[config.mk]
export PLATFORM = sky130hd
export DESIGN_NAME = wavetable_bram_writer
export DESIGN_NICKNAME = d
export VERILOG_FILES = /design/src/rtl/wavetable_pkg.sv /design/src/rtl/wt_sine_quarter_lut.sv /design/src/rtl/wavetable_bram_writer.sv
export SDC_FILE = /design/constraint.sdc
export NUM_CORES = 1
export LEC_CHECK = 0
export CAP_MARGIN = 20
export CORE_MARGIN = 4
export CORE_UTILIZATION = 38
export DETAILED_ROUTE_END_ITERATION = 7
export GPL_TIMING_DRIVEN = 0
export PLACE_DENSITY = 0.66
export SLEW_MARGIN = 20
export SYNTH_ARGS = -nofsm -noshare
export SYNTH_HDL_FRONTEND = slang
export SYNTH_SLANG_ARGS = --single-unit
[constraint.sdc]
create_clock -name BRAM_clk -period 2.1 [get_ports BRAM_clk]
set_input_delay 0.525 -clock BRAM_clk [delete_from_list [all_inputs] [get_ports BRAM_clk]]
set_output_delay 0.525 -clock BRAM_clk [all_outputs]
set_load 0.01 [all_outputs]
[src/rtl/wavetable_pkg.sv]
// ---------------------------------------------------------------------------
// wavetable_pkg
//   Shared types and constants for the wavetable BRAM writer slice.
//
//   wave_t   : waveform selector encoding (matches the wave_sel port value)
//   state_t  : writer sequencing states
//   BRAM_ADDR_INCREMENT_DEF : default byte stride between table words
//   AMPL_MAX : full-scale positive sample amplitude
//
//   Optional feature macro used by this slice: WT_SINE_EN
// ---------------------------------------------------------------------------
package wavetable_pkg;

  typedef enum logic [1:0] {
    SAW      = 2'd0,
    SQUARE   = 2'd1,
    TRIANGLE = 2'd2,
    SINE     = 2'd3
  } wave_t;

  typedef enum logic [1:0] {
    IDLE   = 2'd0,
    PRIME  = 2'd1,
    WRITE  = 2'd2,
    NOTIFY = 2'd3
  } state_t;

  localparam int BRAM_ADDR_INCREMENT_DEF = 4;
  localparam int AMPL_MAX                = 32767;

  // Byte address of table word idx for a given stride, truncated to the
  // 32-bit BRAM address bus.
  function automatic logic [31:0] word_byte_addr(input logic [31:0] idx,
                                                 input int          stride);
    logic [31:0] s;
    s = 32'(stride);
    return idx * s;
  endfunction

endpackage

[src/rtl/wt_sine_quarter_lut.sv]
// ---------------------------------------------------------------------------
// wt_sine_quarter_lut
//   Full-cycle sine sample generator built from a quarter-wave table of
//   NUM_WORDS/4+1 entries. The table is filled at elaboration; quadrant
//   folding (mirror for odd quadrants, negate for the second half) happens
//   here so the caller just supplies the table index.
//
//   Only compiled when WT_SINE_EN is defined.
//
//   Ports
//     BRAM_clk : clock
//     index    : table index 0..NUM_WORDS-1
//     sample   : registered signed sample, one cycle after index
// ---------------------------------------------------------------------------
`ifdef WT_SINE_EN
module wt_sine_quarter_lut
  import wavetable_pkg::*;
#(
  parameter int NUM_WORDS = 256
) (
  input  logic                         BRAM_clk,
  input  logic [$clog2(NUM_WORDS)-1:0] index,
  output logic signed [15:0]           sample
);

  localparam int    IDX_W = $clog2(NUM_WORDS);
  localparam int    K_W   = IDX_W - 2;
  localparam int    QTR   = NUM_WORDS / 4;
  localparam real   PI    = 3.14159265358979323846;

  // Quarter-wave values are all non-negative, so +0.5 then truncate rounds.
  function automatic logic [15:0] lut_entry(input int j);
    real ang;
    ang = 2.0 * PI * real'(j) / real'(NUM_WORDS);
    return 16'($rtoi(real'(AMPL_MAX) * $sin(ang) + 0.5));
  endfunction

  logic [15:0] rom [0:QTR];

  for (genvar j = 0; j <= QTR; j++) begin : g_rom
    assign rom[j] = lut_entry(j);
  end

  logic [1:0]        quad;
  logic [K_W-1:0]    k;
  logic [K_W:0]      rom_addr;
  logic signed [15:0] mag;

  assign quad = index[IDX_W-1 -: 2];
  assign k    = index[K_W-1:0];

  // Odd quadrants run the quarter table backwards: lut[N/4 - k].
  always_comb begin
    rom_addr = {1'b0, k};
    if (quad[0]) begin
      rom_addr = (K_W+1)'(QTR) - {1'b0, k};
    end
    mag = rom[rom_addr];
  end

  always_ff @(posedge BRAM_clk) begin
    sample <= quad[1] ? -mag : mag;
  end

endmodule
`endif

[src/rtl/wavetable_bram_writer.sv]
// ---------------------------------------------------------------------------
// wavetable_bram_writer
//   Synthesises one full cycle of a saw / square / triangle / sine waveform,
//   NUM_WORDS samples long, writes it into the shared wavetable BRAM through
//   its write port, then pulses refresh so the downstream loader re-reads the
//   table. Everything runs in the BRAM_clk domain.
//
//   Optional feature macro: WT_SINE_EN
//     defined   : sine quarter-wave LUT is built, wave_sel=3 gives sine
//     undefined : no LUT, wave_sel=3 gives triangle; timing is identical
//
//   Parameters
//     NUM_WORDS           : table length, power of two, >= 8
//     BRAM_ADDR_INCREMENT : byte stride between consecutive words
//
//   Ports
//     BRAM_clk  : clock
//     rst       : synchronous active-high reset
//     start     : request a table write (only honoured in IDLE)
//     wave_sel  : 0 saw, 1 square, 2 triangle, 3 sine
//     atten     : arithmetic right-shift applied to each sample (0..15)
//     busy      : high from the cycle after start is accepted until done
//     done      : one-cycle pulse, coincident with refresh
//     refresh   : one-cycle pulse to the downstream loader
//     BRAM_addr : byte address
//     BRAM_din  : {16'h0000, sample}
//     BRAM_en   : BRAM enable
//     BRAM_we   : byte write enables, 4'hF or 4'h0
//     BRAM_rst  : BRAM reset, follows rst one cycle late
//
//   States
//     IDLE   | waiting for start, BRAM port quiet
//     PRIME  | sample 0 computed into the pipeline register, no write
//     WRITE  | one word written per cycle, next sample computed alongside
//     NOTIFY | refresh/done pulse, then back to IDLE
// ---------------------------------------------------------------------------
module wavetable_bram_writer
  import wavetable_pkg::*;
#(
  parameter int NUM_WORDS           = 256,
  parameter int BRAM_ADDR_INCREMENT = BRAM_ADDR_INCREMENT_DEF
) (
  input  logic        BRAM_clk,
  input  logic        rst,
  input  logic        start,
  input  logic [1:0]  wave_sel,
  input  logic [3:0]  atten,
  output logic        busy,
  output logic        done,
  output logic        refresh,
  output logic [31:0] BRAM_addr,
  output logic [31:0] BRAM_din,
  output logic        BRAM_en,
  output logic [3:0]  BRAM_we,
  output logic        BRAM_rst
);

  localparam int               IDX_W    = $clog2(NUM_WORDS);
  localparam logic [IDX_W-1:0] LAST_IDX = IDX_W'(NUM_WORDS - 1);
  localparam logic [15:0]      AMPL_POS = 16'(AMPL_MAX);
  localparam logic [15:0]      AMPL_NEG = 16'(-AMPL_MAX);

  state_t             state;
  wave_t              wave_l;
  logic [3:0]         atten_l;

  // comp_idx is the index being computed this cycle; samp_idx is the index
  // of the sample sitting in the pipeline register (one cycle behind).
  logic [IDX_W-1:0]   comp_idx;
  logic [IDX_W-1:0]   samp_idx;
  logic signed [15:0] samp_reg;
  logic signed [15:0] samp_next;
  logic signed [15:0] sel_sample;
  logic signed [15:0] shifted;

  // -------------------------------------------------------------------------
  // Sample arithmetic for the index being computed
  // -------------------------------------------------------------------------
  logic [15:0] phase;
  logic [15:0] tri_q;

  assign phase = 16'(comp_idx) << (16 - IDX_W);
  assign tri_q = {phase[14:0], 1'b0};

  // All results fit in 16 bits, so modular 16-bit arithmetic is exact:
  // q - 32768 and 32767 - q both land in [-32768, 32767].
  always_comb begin
    samp_next = '0;
    case (wave_l)
      SAW:     samp_next = phase ^ 16'h8000;
      SQUARE:  samp_next = phase[15] ? AMPL_NEG : AMPL_POS;
      default: begin
        if (!phase[15]) begin
          samp_next = tri_q - 16'h8000;
        end else begin
          samp_next = 16'h7FFF - tri_q;
        end
      end
    endcase
  end

`ifdef WT_SINE_EN
  logic signed [15:0] sine_q;

  // LUT output is registered internally, so it lines up with samp_reg and
  // the pipeline stays one deep.
  wt_sine_quarter_lut #(
    .NUM_WORDS (NUM_WORDS)
  ) u_sine_lut (
    .BRAM_clk (BRAM_clk),
    .index    (comp_idx),
    .sample   (sine_q)
  );

  assign sel_sample = (wave_l == SINE) ? sine_q : samp_reg;
`else
  assign sel_sample = samp_reg;
`endif

  assign shifted = sel_sample >>> atten_l;

  // -------------------------------------------------------------------------
  // Sequencer with registered outputs
  // -------------------------------------------------------------------------
  always_ff @(posedge BRAM_clk) begin
    if (rst) begin
      state     <= IDLE;
      wave_l    <= SAW;
      atten_l   <= '0;
      comp_idx  <= '0;
      samp_idx  <= '0;
      samp_reg  <= '0;
      busy      <= 1'b0;
      done      <= 1'b0;
      refresh   <= 1'b0;
      BRAM_addr <= '0;
      BRAM_din  <= '0;
      BRAM_en   <= 1'b0;
      BRAM_we   <= 4'h0;
      BRAM_rst  <= 1'b1;
    end else begin
      BRAM_rst <= 1'b0;
      done     <= 1'b0;
      refresh  <= 1'b0;
      BRAM_en  <= 1'b0;
      BRAM_we  <= 4'h0;

      case (state)
        IDLE: begin
          busy <= 1'b0;
          if (start) begin
            wave_l   <= wave_t'(wave_sel);
            atten_l  <= atten;
            comp_idx <= '0;
            busy     <= 1'b1;
            state    <= PRIME;
          end
        end

        PRIME: begin
          samp_reg <= samp_next;
          samp_idx <= comp_idx;
          comp_idx <= comp_idx + IDX_W'(1);
          state    <= WRITE;
        end

        WRITE: begin
          BRAM_en   <= 1'b1;
          BRAM_we   <= 4'hF;
          BRAM_addr <= word_byte_addr(32'(samp_idx), BRAM_ADDR_INCREMENT);
          BRAM_din  <= {16'h0000, shifted};
          // Past the last word comp_idx wraps; the stale sample it produces
          // is never written.
          samp_reg  <= samp_next;
          samp_idx  <= comp_idx;
          comp_idx  <= comp_idx + IDX_W'(1);
          if (samp_idx == LAST_IDX) begin
            state <= NOTIFY;
          end
        end

        NOTIFY: begin
          refresh <= 1'b1;
          done    <= 1'b1;
          state   <= IDLE;
        end

        default: state <= IDLE;
      endcase
    end
  end

endmodule

== Word-level counts from Yosys, hierarchy flattened ==
Cells that the tools add are included.

* $add $sub $neg: 3
* Equal/unequal tests: 7
* Shift operators: 1
* Muxes and demuxes: 13
* Bitwise gates (word level): 1
* Reductions and logical operators: 7

{| class="wikitable"
|+ Operators with widths
! kind !! number
|-
| 2-to-1 mux 16 bit || 2
|-
| case mux 16 bit (2 select lines) || 1
|-
| case mux 8 bit (2 select lines) || 1
|-
| >>> shifter 16 x 4 -> 16 bit || 1
|-
| subtractor 15 x 16 -> 16 bit (first input constant) || 1
|-
| subtractor 16 bit (second input constant) || 1
|-
| adder 8 x 1 -> 8 bit (second input constant) || 1
|-
| equality test 8 bit (second input constant) || 1
|-
| 2-to-1 mux 8 bit || 1
|-
| case mux 2 bit (4 select lines) || 1
|-
| AND reduction 2 bit || 3
|-
| equality test 2 x 1 -> 1 bit (second input constant) || 2
|-
| equality test 2 bit (second input constant) || 2
|-
| zero test 2 bit || 2
|-
| 2-to-1 mux 1 bit || 4
|-
| 2-to-1 mux 2 bit || 2
|-
| 2-to-1 mux 4 bit || 1
|-
| inequality test 2 bit (second input constant) || 2
|-
| nonzero test 2 bit || 1
|-
| OR reduction 2 bit || 1
|-
| inverter 1 bit || 1
|}

* Register bits after elaboration: 72
* Input port bits: 9
* Output and inout port bits: 73

== Longest topological paths before layout ==
Gate-level depths: netlist of the first run.

* Depth after elaboration: 4
* Gate-level depth with buffers: 8
* Depth with buffers taken out: 6

== Worst setup path before layout of the first run ==
Ideal clock, no wire load.

* Kind: reg2reg
* Start point: register state[0]
* End point: register comp_idx[7]
* Setup time: 133 ps
* Arrival: 1431 ps
* Data required time: 1967 ps
* Slack: 536 ps
* Stages on the path, launching flop included: 8
* Buffers on the path: 1
* Period minus slack after synthesis: 1564 ps
* Cell sequence: dfxtp_1 inv_1 ha_1 buf_2 mux2i_1 nor4_1 xnor2_1 nor2_1

* Word-level cells in the longest chain between the ends: 4
* Elaborated cells on any way between the ends: 8
* Those cells by class: eq/ne (3); mux (1); reduce/logical (4)

{| class="wikitable"
|+ Ends and longest elaborated chain
! item !! line !! RTL
|-
| from (decl) || wavetable_bram_writer.sv:63 || <nowiki>state_t state;</nowiki>
|-
| from (signal assigned) || wavetable_bram_writer.sv:127 || <nowiki>state <= IDLE;</nowiki>
|-
| from (signal assigned) || wavetable_bram_writer.sv:156 || <nowiki>state <= PRIME;</nowiki>
|-
| from (signal assigned) || wavetable_bram_writer.sv:164 || <nowiki>state <= WRITE;</nowiki>
|-
| equality test 2 bit / equality test 2 x 1 -> 1 bit (equally long branches) || wavetable_bram_writer.sv:148 || <nowiki>case (state)</nowiki>
|-
| OR reduction 2 bit (no line) || -- ||
|-
| nonzero test 2 bit (no line) || -- ||
|-
| AND reduction 2 bit (no line) || -- ||
|-
| to (signal assigned) || wavetable_bram_writer.sv:163 || <nowiki>comp_idx <= comp_idx + IDX_W'(1);</nowiki>
|-
| to (signal assigned) || wavetable_bram_writer.sv:176 || <nowiki>comp_idx <= comp_idx + IDX_W'(1);</nowiki>
|-
| to (decl) || wavetable_bram_writer.sv:69 || <nowiki>logic [IDX_W-1:0] comp_idx;</nowiki>
|}

Several ways; a longest one is shown, not always the timed one.
A chain may end at the register's enable or synchronous reset.

== Final worst setup path of the first run ==
* Start point: input port rst
* End point: register samp_idx[0]

{| class="wikitable"
|+ RTL lines
! item !! line !! RTL
|-
| from (decl) || wavetable_bram_writer.sv:44 || <nowiki>input logic rst,</nowiki>
|-
| to (signal assigned) || wavetable_bram_writer.sv:162 || <nowiki>samp_idx <= comp_idx;</nowiki>
|-
| to (signal assigned) || wavetable_bram_writer.sv:175 || <nowiki>samp_idx <= comp_idx;</nowiki>
|-
| to (decl) || wavetable_bram_writer.sv:70 || <nowiki>logic [IDX_W-1:0] samp_idx;</nowiki>
|}

No word-level cell between the ends.

==> results of run 1 <==
==> cell families (layout without fill, tap and decap cells) <==
family                   Yosys count  in the layout  share of synthesized area
buffers and inverters             84            141                      0.149
XOR/XNOR                           6              6                     0.0149
adder cells (fa/ha/maj)            4              4                     0.0142
AND/OR/NAND/NOR                  124            124                      0.171
AO/OA/AOI/OAI                     89             89                      0.162
other                              1             40                    0.00106
multiplexers                      39             39                      0.136
flip-flops                        62             62                      0.352
==> worst reg2reg max path, delay by kind of cell (launching register included) <==
kind / cells / cell delay (ns)
DFF: 1 / 0.36
and+or+nand+nor: 2 / 0.49
adders and majority gates: 1 / 0.27
muxes: 1 / 0.16
buffers and inverters: 2 / 0.27
xor gates and xnor gates: 1 / 0.17
==> stage by stage <==
step	setup TNS, ns	util
final	0	0.495
after global routing	0	0.495
after CTS	0	0.495
after detailed placement	-10.98	0.474
after global placement	-10.43	0.474
after floorplan	0	-
==> power by group <==
| part | internal [uW] | switching [uW] | total, uW |
|---|---|---|---|
| clock | 452 | 548 | 1000 |
| sequential | 1370 | 180 | 1550 |
| combinational | 916 | 1120 | 2030 |
| total | 2740 | 1840 | 4580 |
==> timing repair <==
action,CTS,global route
setup buffers,0,0
hold endpoints to repair,0,0
setup endpoints to repair,0,35
gates resized for setup,0,3
==> path summary, 6_finish.rpt <==
kind / end / startpoint / depth (start not counted) / slack [ns]
setup / recovery: samp_idx[0]$_SDFFE_PP0P_ / rst / 5 / 0.17
hold / removal: busy$_SDFFE_PP0P_ / busy$_SDFFE_PP0P_ / 2 / 0.48
setup reg to reg: comp_idx[7]$_SDFFE_PP0P_ / state[0]$_SDFFE_PP0P_ / 7 / 0.25
hold reg to reg: busy$_SDFFE_PP0P_ / busy$_SDFFE_PP0P_ / 2 / 0.48
==> layout by cell type, fill, tap and decap left out, types with 3 or more instances in the layout <==
master	Yosys	layout
buf_4	49	49
nand2_1	26	26
nand2b_1	14	14
xnor2_1	4	4
ha_1	4	4
nand4_1	5	5
nor2_1	41	41
mux4_2	3	3
mux2i_1	31	31
nand3_1	9	9
clkbuf_1	14	13
a311oi_1	5	5
inv_6	0	3
a211oi_1	5	5
mux4_1	3	3
buf_2	8	8
nor3_1	7	7
a21oi_1	28	28
nor2b_1	8	8
nand3b_1	6	6
buf_1	4	4
o221ai_1	3	3
clkdlybuf4s50_1	0	41
clkbuf_8	0	9
conb_1	1	40
o21ai_0	19	18
inv_1	7	7
dfxtp_1	62	62
a31oi_1	8	8
o2bb2ai_1	6	6
==> synthesized netlist by cell type, types with 6 or more instances <==
master / number
mux2i_1: 31
buf_2: 8
a21oi_1: 28
o21ai_0: 19
nand3_1: 9
dfxtp_1: 62
nand2_1: 26
nor2_1: 41
nor2b_1: 8
nand2b_1: 14
nand3b_1: 6
o2bb2ai_1: 6
buf_4: 49
a31oi_1: 8
inv_1: 7
nor3_1: 7
clkbuf_1: 14
==> final cells by class <==
cell class	count	area, sq um
tap	108	135
clock buffer	9	124
buffer	77	499
sequential	62	1240
inverter	7	26.3
clock inverter	7	62.6
multi-input combinational	302	1910
timing repair buffer	41	410
fill	844	4490
==> metal layers <==
layer	wire length (um)	vias to the layer above
li1	-	1539
met1	3880	1400
met2	4310	87
met3	473	11
met4	176	0
met5	0	-
==> metrics, run 1 <==
Max stage delay on crit path=0.47 ns; CP Class=in -> reg; placed cell count=597; Syn Inst Count=409; critical path arrival=2.16 ns; GRT Max-Usage Layer=met2; Worst Tran Pin Value=0.617 ns; layout net count=a little over 500; via count=3037; Post-Route WL=8.84 mm; clock sinks=slightly above 60; Initial Util=0.397; setup ws final=between 0.15 and 0.2 ns; CP delay by family, top=buffers and inverters; Clock Pin Slew Worst Setup and Hold Paths=0.08 ns; ys async rst share=0; post-route cell area=between 4000 and 5000 sq um; Die H=between 100 and 150 um; WHS=0.476 ns; Residual DRC=0; synth warn=0; sequential area share after synthesis=0.352; Buf+Inv Stages, Crit Path=4; TritonCTS clock tree=done; Area growth syn-to-layout=24.9%; Crit. End Element=register; initial antenna violation count=0; critical path peak fanout=10; outcome=finished, final reports clean; TritonCTS buffer count=9; I/O pin count=82; DR pass1 iterations=4; Largest register FFs=16; GRT met3 Usage=0.0540; Synth area leader=dfxtp_1; M2 GR Usage=0.279; IO buf count=41; Avg Inst Size Synth=8.62 sq um; Die Footprint=10900 sq um; total grt overflow=0; Pwr per Cell Area=~1000 nW/um^2; vias in the first global route=2922; post-layout min period=1.93 ns; unrepaired setup endpoints after global routing=no; average wire per standard cell=between 10 and 15 um; worst-path cell chain=clkdlybuf4s50_1 -> clkbuf_1 -> clkbuf_2 -> buf_1 -> nor2_1; Place WS=-0.361 ns; chip width=104 um; CP max stage cell=clkdlybuf4s50_1; final setup violation count=0; Rows=34; first-pass GRT wire length=14.7 mm; Synth Flop Type=dfxtp_1; Tot Pwr=4580 uW; Initial DRC Count=around 150; worst path required time=about 2.3 ns; final-report max-slew violation count=0; Final Non-Filler Cells=613; number of synthesized register bits=62; worst vdd ir=approximately 540 uV; Cell variety after synth=49; Worst-Skew Late Latency=0.36 ns; cts hold-fix bufs=0; H-tree Lvls=3; Vias/cell=4.95; antenna-violating nets left=0; clock tree buffer depth=2; Antenna Cells=0; met1 Track Usage GR=0.200; Max Fclk=0.517 GHz; share of cells above drive strength 1=0.168; core box area=around 9000 sq um; synthesized cell area=3530 sq um; Post-synth EDFFs=0; gpl congestion=0.852; Hold WC Path Type=reg -> reg; number of max-cap violations=0; worst clock skew=about 0.016 ns; Final HPWL DP=6.61 mm; pin count of the biggest net entering global routing=15; fin crit share=0.920; startpoint type of the worst setup path=input pin; share of the synthesized area in the top cell type=0.352; Area after DPL=4220 sq um; Hold Violations, Final=0; Synth area leaders=dfxtp_1, buf_4, mux2i_1, nor2_1, a21oi_1; total track usage=0.165; Rel. slew slack=0.588; root buffer cell=clkbuf_8; Leakage=about 0.0017 uW
No activity file was read; power rests on OpenSTA's default activity.
==> run 2: changes to the inputs <==
- clock period: 2.1 -> 1.8 ns (I/O delays scaled with it)
==> run 2 against run 1 <==
  * Wire length is 0.45% higher
  * Critical endpoint is now BRAM_en
  * Via count rose by 0.86%
  * Clock skew up 0.0020 ns
  * First-iteration DRC count is 17% lower
  * Sequential cell count stayed put
  * Hold slack is essentially flat
  * Sequential share of layout area shrank 0.15 points
  * Combinational power increased by 18%
  * Power rose by 17%
  * Critical path depth fell by 4
  * Setup slack lost 0.072 ns
  * Non-clock buffer count is the same
==> metrics, run 2 (synthesis gave the netlist of run 1 again) <==
setup ws final=0.0950 ns; placed cell count=597; clock tree buffer depth=2; Final Non-Filler Cells=613; TritonCTS clock tree=done; worst clock skew=0.0181 ns; pin count of the biggest net entering global routing=15; startpoint type of the worst setup path=register; Buf+Inv Stages, Crit Path=1; Clock Pin Slew Worst Setup and Hold Paths=0.08 ns; # Post-CTS Setup Buffers=0; most frequent cells in the layout=dfxtp_1, buf_4, nor2_1; Place WS=-0.586 ns; Area growth syn-to-layout=25.7%; Leakage=0.00180 uW; I/O pin count=82; cts hold-fix bufs=0; initial antenna violation count=0; clock sinks=62; Util after Layout=0.499; critical path arrival=1.25 ns; IO buf count=41; fin crit share=0.947; H-tree Lvls=3; outcome=finished, final reports clean; CP max stage cell=clkdlybuf4s50_1; post-layout min period=roughly 1.7 ns; gpl congestion=~0.85; Filler Cells Inserted=839; worst path required time=1.35 ns; Worst-Skew Late Latency=0.36 ns; worst vdd ir=roughly 630 uV; final setup violation count=0; Rel. slew slack=0.604; total track usage=0.166; Antenna Cells=0; unrepaired setup endpoints after global routing=yes; Vias/cell=about 5.0; average wire per standard cell=14.5 um; Largest register FFs=16; Hold Violations, Final=0; Crit. End Element=primary output; Die H=between 100 and 150 um; Pwr per Cell Area=1210 nW/um^2; CP Class=reg -> out; Initial Util=0.397; layout net count=513; Die Footprint=10900 sq um; antenna-violating nets left=0; Hold WC Path Type=reg -> reg; WHS=0.477 ns; first-pass GRT wire length=14.8 mm; final-report max-slew violation count=0; number of max-cap violations=0; DR pass1 iterations=4; total grt overflow=0; vias in the first global route=2944; Max stage delay on crit path=between 0.5 and 0.6 ns; Post-Route WL=8.88 mm; TritonCTS buffer count=9; root buffer cell=clkbuf_8; CP delay by family, top=buffers and inverters; Max Fclk=0.587 GHz; Residual DRC=0; via count=between 3000 and 4000; chip width=104 um; Rows=34; Worst Tran Pin Value=0.594 ns; worst-path cell chain=clkdlybuf4s50_1; most common cell after layout, fill and taps aside=dfxtp_1; share of cells above drive strength 1=0.192; Final HPWL DP=between 6 and 7 mm; core box area=8890 sq um; Initial DRC Count=126; critical path peak fanout=5
-- run 2: cell count changes in the layout (fill, tap and decap cells not counted), sizes merged --
cell | previous run | this run
dlymetal6s2s | 0 | 1
clkdlybuf4s50 | 41 | 36
dlygate4sd2 | 0 | 4
-- run 2: path summary, 6_finish.rpt --
path                         startpoint                   endpoint  slack [ns]  depth (start not counted)
setup reg to reg  state[0]$_SDFFE_PP0P_  samp_reg[15]$_SDFFE_PP0P_         0.1                          6
setup / recovery  BRAM_we[2]$_SDFF_PP0_                    BRAM_en         0.1                          1
hold / removal        busy$_SDFFE_PP0P_          busy$_SDFFE_PP0P_        0.48                          2
hold reg to reg       busy$_SDFFE_PP0P_          busy$_SDFFE_PP0P_        0.48                          2
-- run 2: per-layer routing --
metal,part of all wire,vias to the layer above,global-route usage
met3,0.046,11,0.0540
met1,0.44,1421,0.200
met4,0.018,0,0.0579
met5,0,-,0
met2,0.49,87,0.278
li1,-,1544,-
-- run 2: cell type report --
cell class	count	area (sq um)	area share
buffer	77	508	0.115
clock buffer	9	124	0.0279
clock inverter	7	62.6	0.0141
inverter	7	26.3	0.00593
multi-input combinational	302	1930	0.435
sequential	62	1240	0.280
tap	108	135	0.0305
timing repair buffer	41	408	0.0920
-- run 2: what timing repair did --
action                                  4_1_cts  5_1_grt
endpoints found under the setup margin       40       36
gates resized for setup                      11       12
pin swaps                                     0        1
-- run 2: stage by stage --
stage | cell area [sq um] | power [uW] | TNS (ns)
2_1_floorplan | 3670 | 3460 | 0
3_3_place_gp | 4220 | 4160 | -21.31
3_5_place_dp | 4220 | 4200 | -22.09
4_1_cts | 4410 | 5370 | 0
5_1_grt | 4430 | 5710 | -0.0285
6_report | 4430 | 5370 | 0
-- run 2: report_power, final --
part	leakage [uW]	internal (uW)	switching [uW]
sequential	0.000504	1600	207
combinational	0.00121	1070	1320
clock	0.0000927	527	640
